[src/rtl/if_stage.sv]
// Instruction-fetch stage: PC register, imem addressing, IF/ID register.
// Optional fetch/stall counters are built when IF_PERF_CNT_EN is defined.
module if_stage #(
    parameter logic [31:0] RESET_PC     = 32'h0000_0000,
    parameter logic [31:0] NOP_INSTR    = 32'h0000_0013,
    parameter logic [31:0] EBREAK_INSTR = 32'h0010_0073
) (
    input  logic        clock,
    input  logic        reset,
    input  logic        stall,
    input  logic        redirect_valid,
    input  logic [31:0] redirect_pc,
    input  logic [31:0] imem_rdata,
    output logic [31:0] imem_addr,
    output logic [31:0] PC_out,
    output logic [31:0] if_id_pc,
    output logic [31:0] if_id_instr,
    output logic        if_id_valid,
    output logic        halted,
    output logic        misalign_err
`ifdef IF_PERF_CNT_EN
    ,
    output logic [31:0] fetch_count,
    output logic [31:0] stall_count
`endif
);

    typedef enum logic {
        RUN    = 1'b0,
        HALTED = 1'b1
    } state_t;

    state_t      state_q;
    state_t      state_d;

    logic [31:0] pc_q;
    logic [31:0] pc_d;
    logic [31:0] ifid_pc_q;
    logic [31:0] ifid_pc_d;
    logic [31:0] ifid_instr_q;
    logic [31:0] ifid_instr_d;
    logic        ifid_valid_q;
    logic        ifid_valid_d;
    logic        err_q;
    logic        err_d;
    logic        is_ebreak;

    assign is_ebreak = (imem_rdata == EBREAK_INSTR);

    // FSM state register
    always_ff @(posedge clock or posedge reset) begin
        if (reset) begin
            state_q <= RUN;
        end else begin
            state_q <= state_d;
        end
    end

    // FSM next state: redirect always resumes, an unstalled EBREAK fetch halts
    always_comb begin
        state_d = state_q;
        if (redirect_valid) begin
            state_d = RUN;
        end else if (state_q == RUN && !stall && is_ebreak) begin
            state_d = HALTED;
        end
    end

    // Next PC / IF/ID values in priority redirect > halted > stall > advance
    always_comb begin
        pc_d         = pc_q;
        ifid_pc_d    = ifid_pc_q;
        ifid_instr_d = ifid_instr_q;
        ifid_valid_d = ifid_valid_q;
        err_d        = err_q;
        if (redirect_valid) begin
            pc_d         = {redirect_pc[31:2], 2'b00};
            ifid_pc_d    = 32'd0;
            ifid_instr_d = NOP_INSTR;
            ifid_valid_d = 1'b0;
            if (redirect_pc[1:0] != 2'b00) begin
                err_d = 1'b1;
            end
        end else if (state_q == HALTED) begin
            if (!stall) begin
                ifid_pc_d    = 32'd0;
                ifid_instr_d = NOP_INSTR;
                ifid_valid_d = 1'b0;
            end
        end else if (!stall) begin
            ifid_pc_d    = pc_q;
            ifid_instr_d = imem_rdata;
            ifid_valid_d = 1'b1;
            if (!is_ebreak) begin
                pc_d = pc_q + 32'd4;
            end
        end
    end

    // PC, IF/ID and sticky misalignment flag
    always_ff @(posedge clock or posedge reset) begin
        if (reset) begin
            pc_q         <= RESET_PC;
            ifid_pc_q    <= 32'd0;
            ifid_instr_q <= NOP_INSTR;
            ifid_valid_q <= 1'b0;
            err_q        <= 1'b0;
        end else begin
            pc_q         <= pc_d;
            ifid_pc_q    <= ifid_pc_d;
            ifid_instr_q <= ifid_instr_d;
            ifid_valid_q <= ifid_valid_d;
            err_q        <= err_d;
        end
    end

`ifdef IF_PERF_CNT_EN
    logic fetch_inc;
    logic stall_inc;

    assign fetch_inc = !redirect_valid && state_q == RUN && !stall;
    assign stall_inc = stall && !redirect_valid;

    // Free-running wrap-around performance counters
    always_ff @(posedge clock or posedge reset) begin
        if (reset) begin
            fetch_count <= 32'd0;
            stall_count <= 32'd0;
        end else begin
            if (fetch_inc) begin
                fetch_count <= fetch_count + 32'd1;
            end
            if (stall_inc) begin
                stall_count <= stall_count + 32'd1;
            end
        end
    end
`endif

    assign PC_out       = pc_q;
    assign imem_addr    = pc_q;
    assign if_id_pc     = ifid_pc_q;
    assign if_id_instr  = ifid_instr_q;
    assign if_id_valid  = ifid_valid_q;
    assign halted       = (state_q == HALTED);
    assign misalign_err = err_q;

endmodule
[config.mk]
export PLATFORM = sky130hd
export DESIGN_NAME = if_stage
export DESIGN_NICKNAME = d
export VERILOG_FILES = /design/src/rtl/if_stage.sv
export SDC_FILE = /design/constraint.sdc
export NUM_CORES = 1
export LEC_CHECK = 0
export CORE_ASPECT_RATIO = 0.7
export CORE_UTILIZATION = 38
export CTS_CLUSTER_DIAMETER = 50
export DETAILED_ROUTE_END_ITERATION = 10
export DONT_BUFFER_PORTS = 1
export PLACE_DENSITY_LB_ADDON = 0.05
export SLEW_MARGIN = 40
export SYNTH_ARGS = -nofsm -noshare
export SYNTH_HDL_FRONTEND = slang
export SYNTH_SLANG_ARGS = --single-unit
[constraint.sdc]
create_clock -name clock -period 3.55 [get_ports clock]
set_input_delay 0.5325 -clock clock [delete_from_list [all_inputs] [get_ports clock]]
set_output_delay 0.5325 -clock clock [all_outputs]
set_load 0.005 [all_outputs]
# Word level (Yosys, flattened, before mapping)
# Cells that the tools add are included.
# op_classes
mux	18
n_bitwise	1
n_eq_ne	4
reduce_logical	7
n_addsub	1
# ops
cell	n
two-way mux 32 bit	12
adder 32 x 3 -> 32 bit, second input constant	1
equality test 32 x 21 -> 1 bit, second input constant	1
two-way mux 1 bit	6
!= test 2 bit, second input constant	2
nonzero test 2 bit	2
AND reduction 3 bit	1
logical AND 1 bit	2
!= test 2 x 1 -> 1 bit, second input constant	1
AND reduction 2 bit	1
logical NOT 1 bit	1
NOT 1 bit	1
# word_totals
inputBits	68
word_cells	37
reg_bits	99
output_inout_bits	131

# Depth between registers and ports, before layout
# Gate-level depths: netlist (run 1).
# logic_depth
depth_word	5
ltp_mapped	6
depth_no_buf	6

# Worst setup path before layout (run 1)
# No wires, ideal clock.
# synth_timing
path_kind	input -> register
startpoint	in imem_rdata[30]
endpoint	reg pc_q[4] (netlist: PC_out[4])
t_required_ns	3.425
path_stages	6
path_buffers	1
setup_ns	0.125
setup_slack_ns	1.614
arrival_time_ns	1.812
path_cell_list	nor4b_1 nand4_1 clkbuf_1 or2_1 a311oi_1 nor2_1
# synth_via
elab_chain_len	3
# synth_lines
item	line_no	text
start, declared	13	input logic [31:0] imem_rdata,
equality test 32 x 21 -> 1 bit	48	assign is_ebreak = (imem_rdata == EBREAK_INSTR);
!= test 2 bit (no source line)	-	
AND reduction 3 bit (no source line)	-	
end signal, assigned	109	pc_q <= pc_d;
end, declared	36	logic [31:0] pc_q;
# No other way between the ends.
# A chain may end at the register's enable or synchronous reset.

# Worst setup path after layout (run 1)
# layout_timing
startpoint	reg state_q (netlist: halted)
endpoint	reg pc_q[8] (netlist: PC_out[8])
# layout_via
elab_chain_len	2
# layout_lines
item	line_no	text
start, declared	33	state_t state_q;
start signal, assigned	55	state_q <= state_d;
!= test 2 bit (no source line)	-	
AND reduction 3 bit (no source line)	-	
# No other way between the ends.

==> Flow_metrics.wiki, run 1 <==
{| class="wikitable"
! Metric !! Value
|-
| Status || complete, no violations
|-
| Largest net degree at the start of global routing || 58
|-
| TritonCTS buffer count || 9
|-
| Req. time, crit path || ~3.8 ns
|-
| Buffers inserted by post-CTS timing repair || 0
|-
| Number of enable-type register cells in the synthesized netlist || 0
|-
| Sum of negative setup slack || 0 ns
|-
| Height of the die || just over 90 um
|-
| Reg-to-reg critical path endpoint || PC_out[8]
|-
| Relative max-transition margin || approximately 57%
|-
| Inserted Diodes || 0
|-
| Syn_area_per_cell || roughly 11 um^2
|-
| TritonRoute pass-1 iters || 4
|-
| Leakage || ~0.0020 uW
|-
| Initial Utilization || 39.9%
|-
| Distinct cell type count after synthesis || 55
|-
| Total half-perimeter wirelength after legalization and detailed placement || 8.36 mm
|-
| Sink Count || 96
|-
| Worst Path Arrival || about 2.6 ns
|-
| Final Max Tran Viols || 0
|-
| Grt met2 use || between 30 and 40%
|-
| Routed wire length || 12.1 mm
|-
| Final-report setup violation count || 0
|-
| Met1 Track Usage GR || between 20% and 30%
|-
| Highest net fanout along the worst path || 10
|-
| Sequential cell area in the final layout || roughly 0.0024 mm^2
|-
| CTS max path bufs || 2
|-
| Die boundary width || between 100 and 150 um
|-
| Avg Vias per Cell || approximately 6.0
|-
| Total power of the final layout || 2500 uW
|-
| # resized after CTS || 0
|-
| Cell accounting for the most synthesized area || dfrtp_1
|-
| Share of post-route cells with drive strength above 1 || 10.3%
|-
| # placed instances || 515
|-
| H-tree depth reported by CTS || 3
|-
| Dominant register cell in the synthesized netlist || dfrtp_1
|-
| Clock slew at the register clock pins of the worst setup and hold paths || ~0.07 ns
|-
| Vias || 3193
|-
| Core Area || ~0.011 mm^2
|-
| Number of port buffers || 0
|-
| Antenna violations before repair || 0
|-
| Clock network latency to the later pin of the worst-skew pair || approximately 0.34 ns
|-
| DRC violation count after routing || 0
|-
| Area of the multi-input gates || about 0.0017 mm^2
|-
| Clock Root Buffer || clkbuf_16
|-
| Count of nets after finishing || 443
|-
| Cell Area, Synth || around 0.0045 mm^2
|-
| Die area || around 0.012 mm^2
|-
| Hold Buf Count CTS || 0
|-
| Count of warnings emitted by yosys || 0
|-
| Number of max-capacitance violations reported || 0
|-
| Number of storage elements in the synthesis netlist || 96
|-
| Finished Layout Cells || 531
|-
| Worst reg2reg setup slack || roughly 1.2 ns
|-
| Boundary Pins || between 150 and 200
|-
| Hold Crit Class || in2async
|-
| Area growth from synthesis to layout || 5.72%
|-
| Placer Congestion || about 0.80
|-
| Achievable frequency || between 0.4 and 0.5 GHz
|-
| Number of routed nets with antenna violations || 0
|-
| Crit start category || flip-flop
|-
| Max VDD drop || 271 uV
|-
| Row count || 32
|-
| Setup clock skew after layout || between 0.004 and 0.005 ns
|-
| Period utilisation layout || between 60% and 70%
|-
| Number of global-route vias before repair || roughly 3200
|-
| Shortest period the worst path allows || about 2.3 ns
|-
| Critical path endpoint category || flip-flop
|-
| Clock tree from TritonCTS || done
|-
| Part of the Yosys area used for sequential elements || approximately 54%
|-
| Cell count after synthesis || between 400 and 500
|-
| Overall track demand over capacity in global routing || 20.4%
|-
| Count of final hold-check violations || 0
|-
| Top-area cell type share of the netlist area || roughly half
|-
| Busiest grt layer || met2
|-
| Crit Path Class || reg2reg
|-
| Global route total overflow || 0
|-
| Beginning of the worst register-to-register path || halted
|-
| 1st-iter DRT viols || about 220
|-
| Leading post-synthesis cells by instance count || dfrtp_1, a22o_1, buf_4, nand2_1, nor2_1
|-
| Wire length per cell after detailed routing || roughly 23 um
|-
| Met3 global-route usage || under 10%
|-
| Most common cell in the netlist || dfrtp_1
|-
| Share of flip-flops with an asynchronous set or reset after synthesis || 100%
|-
| Filler cell count || roughly 1100
|-
| Path depth of the worst reg2reg path || 5
|-
| Synth area leaders || dfrtp_1, a22o_1, buf_4
|-
| Wire length of the first global-routing pass || 18.9 mm
|-
| Worst Tran Pin Value || around 0.64 ns
|-
| Setup repair after global routing missed its margin || false
|-
| Cell Pwr Density || approximately 530 mW/mm^2
|}
## metrics by stage
stage	utilization, %	instance area (um^2)	hold slack, ns	setup slack (ns)
CTS	42.0	4730	0.141	1.15
global route	42.1	4740	0.170	0.979
finish	42.1	4740	0.120	1.22
detailed placement	39.3	4420	0.480	0.923
global placement	39.3	4420	0.477	0.983
floorplan	-	4500	0.459	0.517
## layout make-up
| cell class | instances | share of cell area [%] |
|---|---|---|
| inverter | 5 | 0.449 |
| sequential | 96 | 50.8 |
| clock buffer | 11 | 5.33 |
| clock inverter | 4 | 1.13 |
| tap | 153 | 4.04 |
| multi-input combinational | 251 | 36.4 |
| timing repair buffer | 11 | 1.90 |
## logic make-up after synthesis
group | after synthesis | share of synthesized area [%]
buf+inv | 65 | 8.40
fa+ha+maj | 1 | 0.279
other cells | 1 | 0.0836
mux | 3 | 0.725
xor+xnor | 11 | 2.15
flops | 96 | 53.7
compound gates | 116 | 20.5
simple gates | 116 | 14.2
## per-layer routing
layer / part of all wire [%] / routed length [um] / vias to the layer above
met5: 0 / 0 / -
met4: 0.35 / 42 / 0
met3: 7.3 / 889 / 4
met2: 45 / 5490 / 142
met1: 47 / 5700 / 1629
li1: - / - / 1418
## power breakdown
group / total [uW] / switching, uW / leakage [uW] / internal (uW)
combinational: 198 / 109 / 0.000628 / 88.7
clock: 998 / 416 / 0.000144 / 582
sequential: 1300 / 127 / 0.00122 / 1170
total: 2500 / 652 / 0.00199 / 1840
## critical path: stages, from the launching register on
cell,delay (ns)
dfrtp_1,0.46
nor2_1,0.54
o21ai_1,0.36
buf_4,0.27
o311a_1,0.34
a221o_1,0.25
## worst max path at each step
stage	from	to	slack, ns	cells past startpoint
after floorplan	reset	PC_out[10]	0.52	1
after global placement	imem_rdata[8]	PC_out[8]	0.98	7
after detailed placement	imem_rdata[8]	PC_out[8]	0.92	7
after CTS	halted	PC_out[8]	1.15	5
after global routing	PC_out[9]	PC_out[27]	0.98	5
final	halted	PC_out[8]	1.22	5
## sequential cells by signal (all words and copies together), names as in the netlist
register	count
if_id_instr	32
if_id_pc	31
PC_out	30
halted	1
if_id_valid	1
misalign_err	1
## placed cells by master (no fill, tap or decap), types with 3 or more instances in the layout
cell,synthesis,final
nand2_1,30,30
xor2_1,9,9
dfstp_2,3,3
conb_1,1,4
nand3_1,14,14
nor4b_1,4,4
nor4_1,4,4
o2111ai_1,8,8
or4_1,6,6
clkbuf_16,0,9
nor3_1,5,4
o31a_1,4,4
buf_4,35,10
o21ai_1,3,3
o22a_1,3,3
inv_1,5,4
o211ai_1,6,6
o21ai_0,16,16
nand4_1,6,6
and2_1,5,5
dfrtp_1,93,93
nor2_1,24,24
a22o_1,57,57
and3_1,4,4
Power figures use the tool's default switching activity.
==> run 2: changes to the inputs <==
==> constraint.sdc (replaced) <==
create_clock -name clock -period 2.16 [get_ports clock]
set_input_delay 0.324 -clock clock [delete_from_list [all_inputs] [get_ports clock]]
set_output_delay 0.324 -clock clock [all_outputs]
set_load 0.005 [all_outputs]
==> Flow_metrics.wiki, run 2 (synthesized netlist as in run 1, its figures left out) <==
{| class="wikitable"
! Metric !! Value
|-
| 1st-iter DRT viols || 199
|-
| Buffers inserted by post-CTS timing repair || 0
|-
| TritonCTS buffer count || 9
|-
| Antenna violations before repair || 0
|-
| Worst Tran Pin Value || about 0.61 ns
|-
| Setup repair after global routing missed its margin || false
|-
| Placer Congestion || 0.801
|-
| Number of max-capacitance violations reported || 0
|-
| Die boundary width || 132 um
|-
| Leakage || 0.00212 uW
|-
| Hold Crit Class || in2reg
|-
| Area after DPL || around 0.0047 mm^2
|-
| Clock tree from TritonCTS || done
|-
| Area growth from synthesis to layout || 10.9%
|-
| Sum of negative setup slack || 0 ns
|-
| Number of port buffers || 0
|-
| Share of post-route cells with drive strength above 1 || 16.7%
|-
| Wire length per cell after detailed routing || about 22 um
|-
| Cell Pwr Density || between 800 and 900 mW/mm^2
|-
| Worst Path Arrival || 2.21 ns
|-
| Final-report setup violation count || 0
|-
| Largest net degree at the start of global routing || 58
|-
| Shortest period the worst path allows || approximately 1.9 ns
|-
| Crit start category || flip-flop
|-
| Req. time, crit path || 2.43 ns
|-
| Period utilisation layout || approximately nine tenths
|-
| Final Max Tran Viols || 0
|-
| Setup clock skew after layout || around 0.008 ns
|-
| Avg Vias per Cell || approximately 5.8
|-
| Flip-flop count of the largest register after layout || 32
|-
| Routed wire length || between 10 and 15 mm
|-
| Count of nets after finishing || 472
|-
| Top library cells by usage in the layout, fill and taps aside || dfrtp_1, a22o_1, buf_4, nand2_1, nor2_1
|-
| Relative max-transition margin || between 50% and 60%
|-
| Max VDD drop || 385 uV
|-
| Row count || 32
|-
| TritonRoute pass-1 iters || 4
|-
| Height of the die || between 90 and 100 um
|-
| Count of final hold-check violations || 0
|-
| Core Area || 0.0113 mm^2
|-
| Vias || 3259
|-
| Status || complete, no violations
|-
| Most common cell after layout, fill and taps aside || dfrtp_1
|-
| DRC violation count after routing || 0
|-
| Global route total overflow || 0
|-
| Overall track demand over capacity in global routing || about a fifth
|-
| Final std cell area, no fill || 0.00497 mm^2
|-
| Initial Utilization || 39.9%
|-
| Number of routed nets with antenna violations || 0
|-
| Clock Root Buffer || clkbuf_16
|-
| Achievable frequency || 0.515 GHz
|-
| Boundary Pins || just under 200
|-
| Crit Path Class || reg2reg
|-
| Highest net fanout along the worst path || 6
|-
| Wire length of the first global-routing pass || roughly 19 mm
|-
| Number of global-route vias before repair || ~3200
|-
| Sink Count || 96
|-
| Total half-perimeter wirelength after legalization and detailed placement || around 8.5 mm
|-
| Clock slew at the register clock pins of the worst setup and hold paths || ~0.070 ns
|-
| Critical path endpoint category || flip-flop
|-
| CTS max path bufs || 2
|-
| Clock network latency to the later pin of the worst-skew pair || 0.34 ns
|-
| Die area || 0.0122 mm^2
|-
| Inserted Diodes || 0
|-
| H-tree depth reported by CTS || 3
|}
==> run 2: final cells by class <==
cell class,instances,area (um^2)
Tap cell,153,191
Sequential cell,96,2410
Timing Repair Buffer,40,315
Multi-Input combinational cell,251,1730
Clock buffer,12,256
Fill cell,1045,6280
Inverter,5,22.5
Clock inverter,4,52.6
==> run 2: where the power goes <==
part / switching, uW / leakage (uW) / internal, uW
Clock: 670 / 0.000141 / 961
Combinational: 269 / 0.000766 / 203
Sequential: 131 / 0.00122 / 1930
==> run 2: final timing paths <==
check                               start              to  slack, ns  cells past startpoint
hold reg to reg              misalign_err    misalign_err       0.50                      1
hold / removal             redirect_valid          halted       0.08                      1
setup / recovery                PC_out[3]      PC_out[30]       0.22                      6
min in group asynchronous           reset      PC_out[12]       0.50                      2
max in group asynchronous           reset  if_id_instr[1]       1.00                      3
setup reg to reg                PC_out[3]      PC_out[30]       0.22                      6
==> run 2: through the flow <==
stage	utilization (%)	total power [uW]	hold slack, ns	setup WS [ns]	std cells
global route	44.2	4350	0.0659	0.00153	561
global placement	41.3	2570	0.255	0.165	544
floorplan	-	2450	0.444	0.264	412
CTS	44.2	4220	0.0436	0.142	561
finish	44.2	4160	0.0761	0.218	561
detailed placement	41.3	2570	0.265	0.165	544
==> run 2: timing repair <==
| item | 4_1_cts | 5_1_grt |
|---|---|---|
| gates resized for setup | 0 | 1 |
| endpoints found under the setup margin | 0 | 5 |
| endpoints found under the hold margin | 19 | 0 |
| hold buffers | 1 | 0 |
==> run 2: routing by layer <==
metal  GRT usage (%)  share of wire [%]
met4            5.04               0.94
met2            28.7                 43
met3            8.10                8.3
met1            28.6                 48
met5               0                  0
==> run 2: worst max-delay path, stage by stage (launching register included) <==
cell and delay [ns]:
dfrtp_1 0.38, ha_1 0.21, nand2_1 0.14, nor4_2 0.33, nand3_2 0.21, or4_1 0.51, nand3_1 0.09
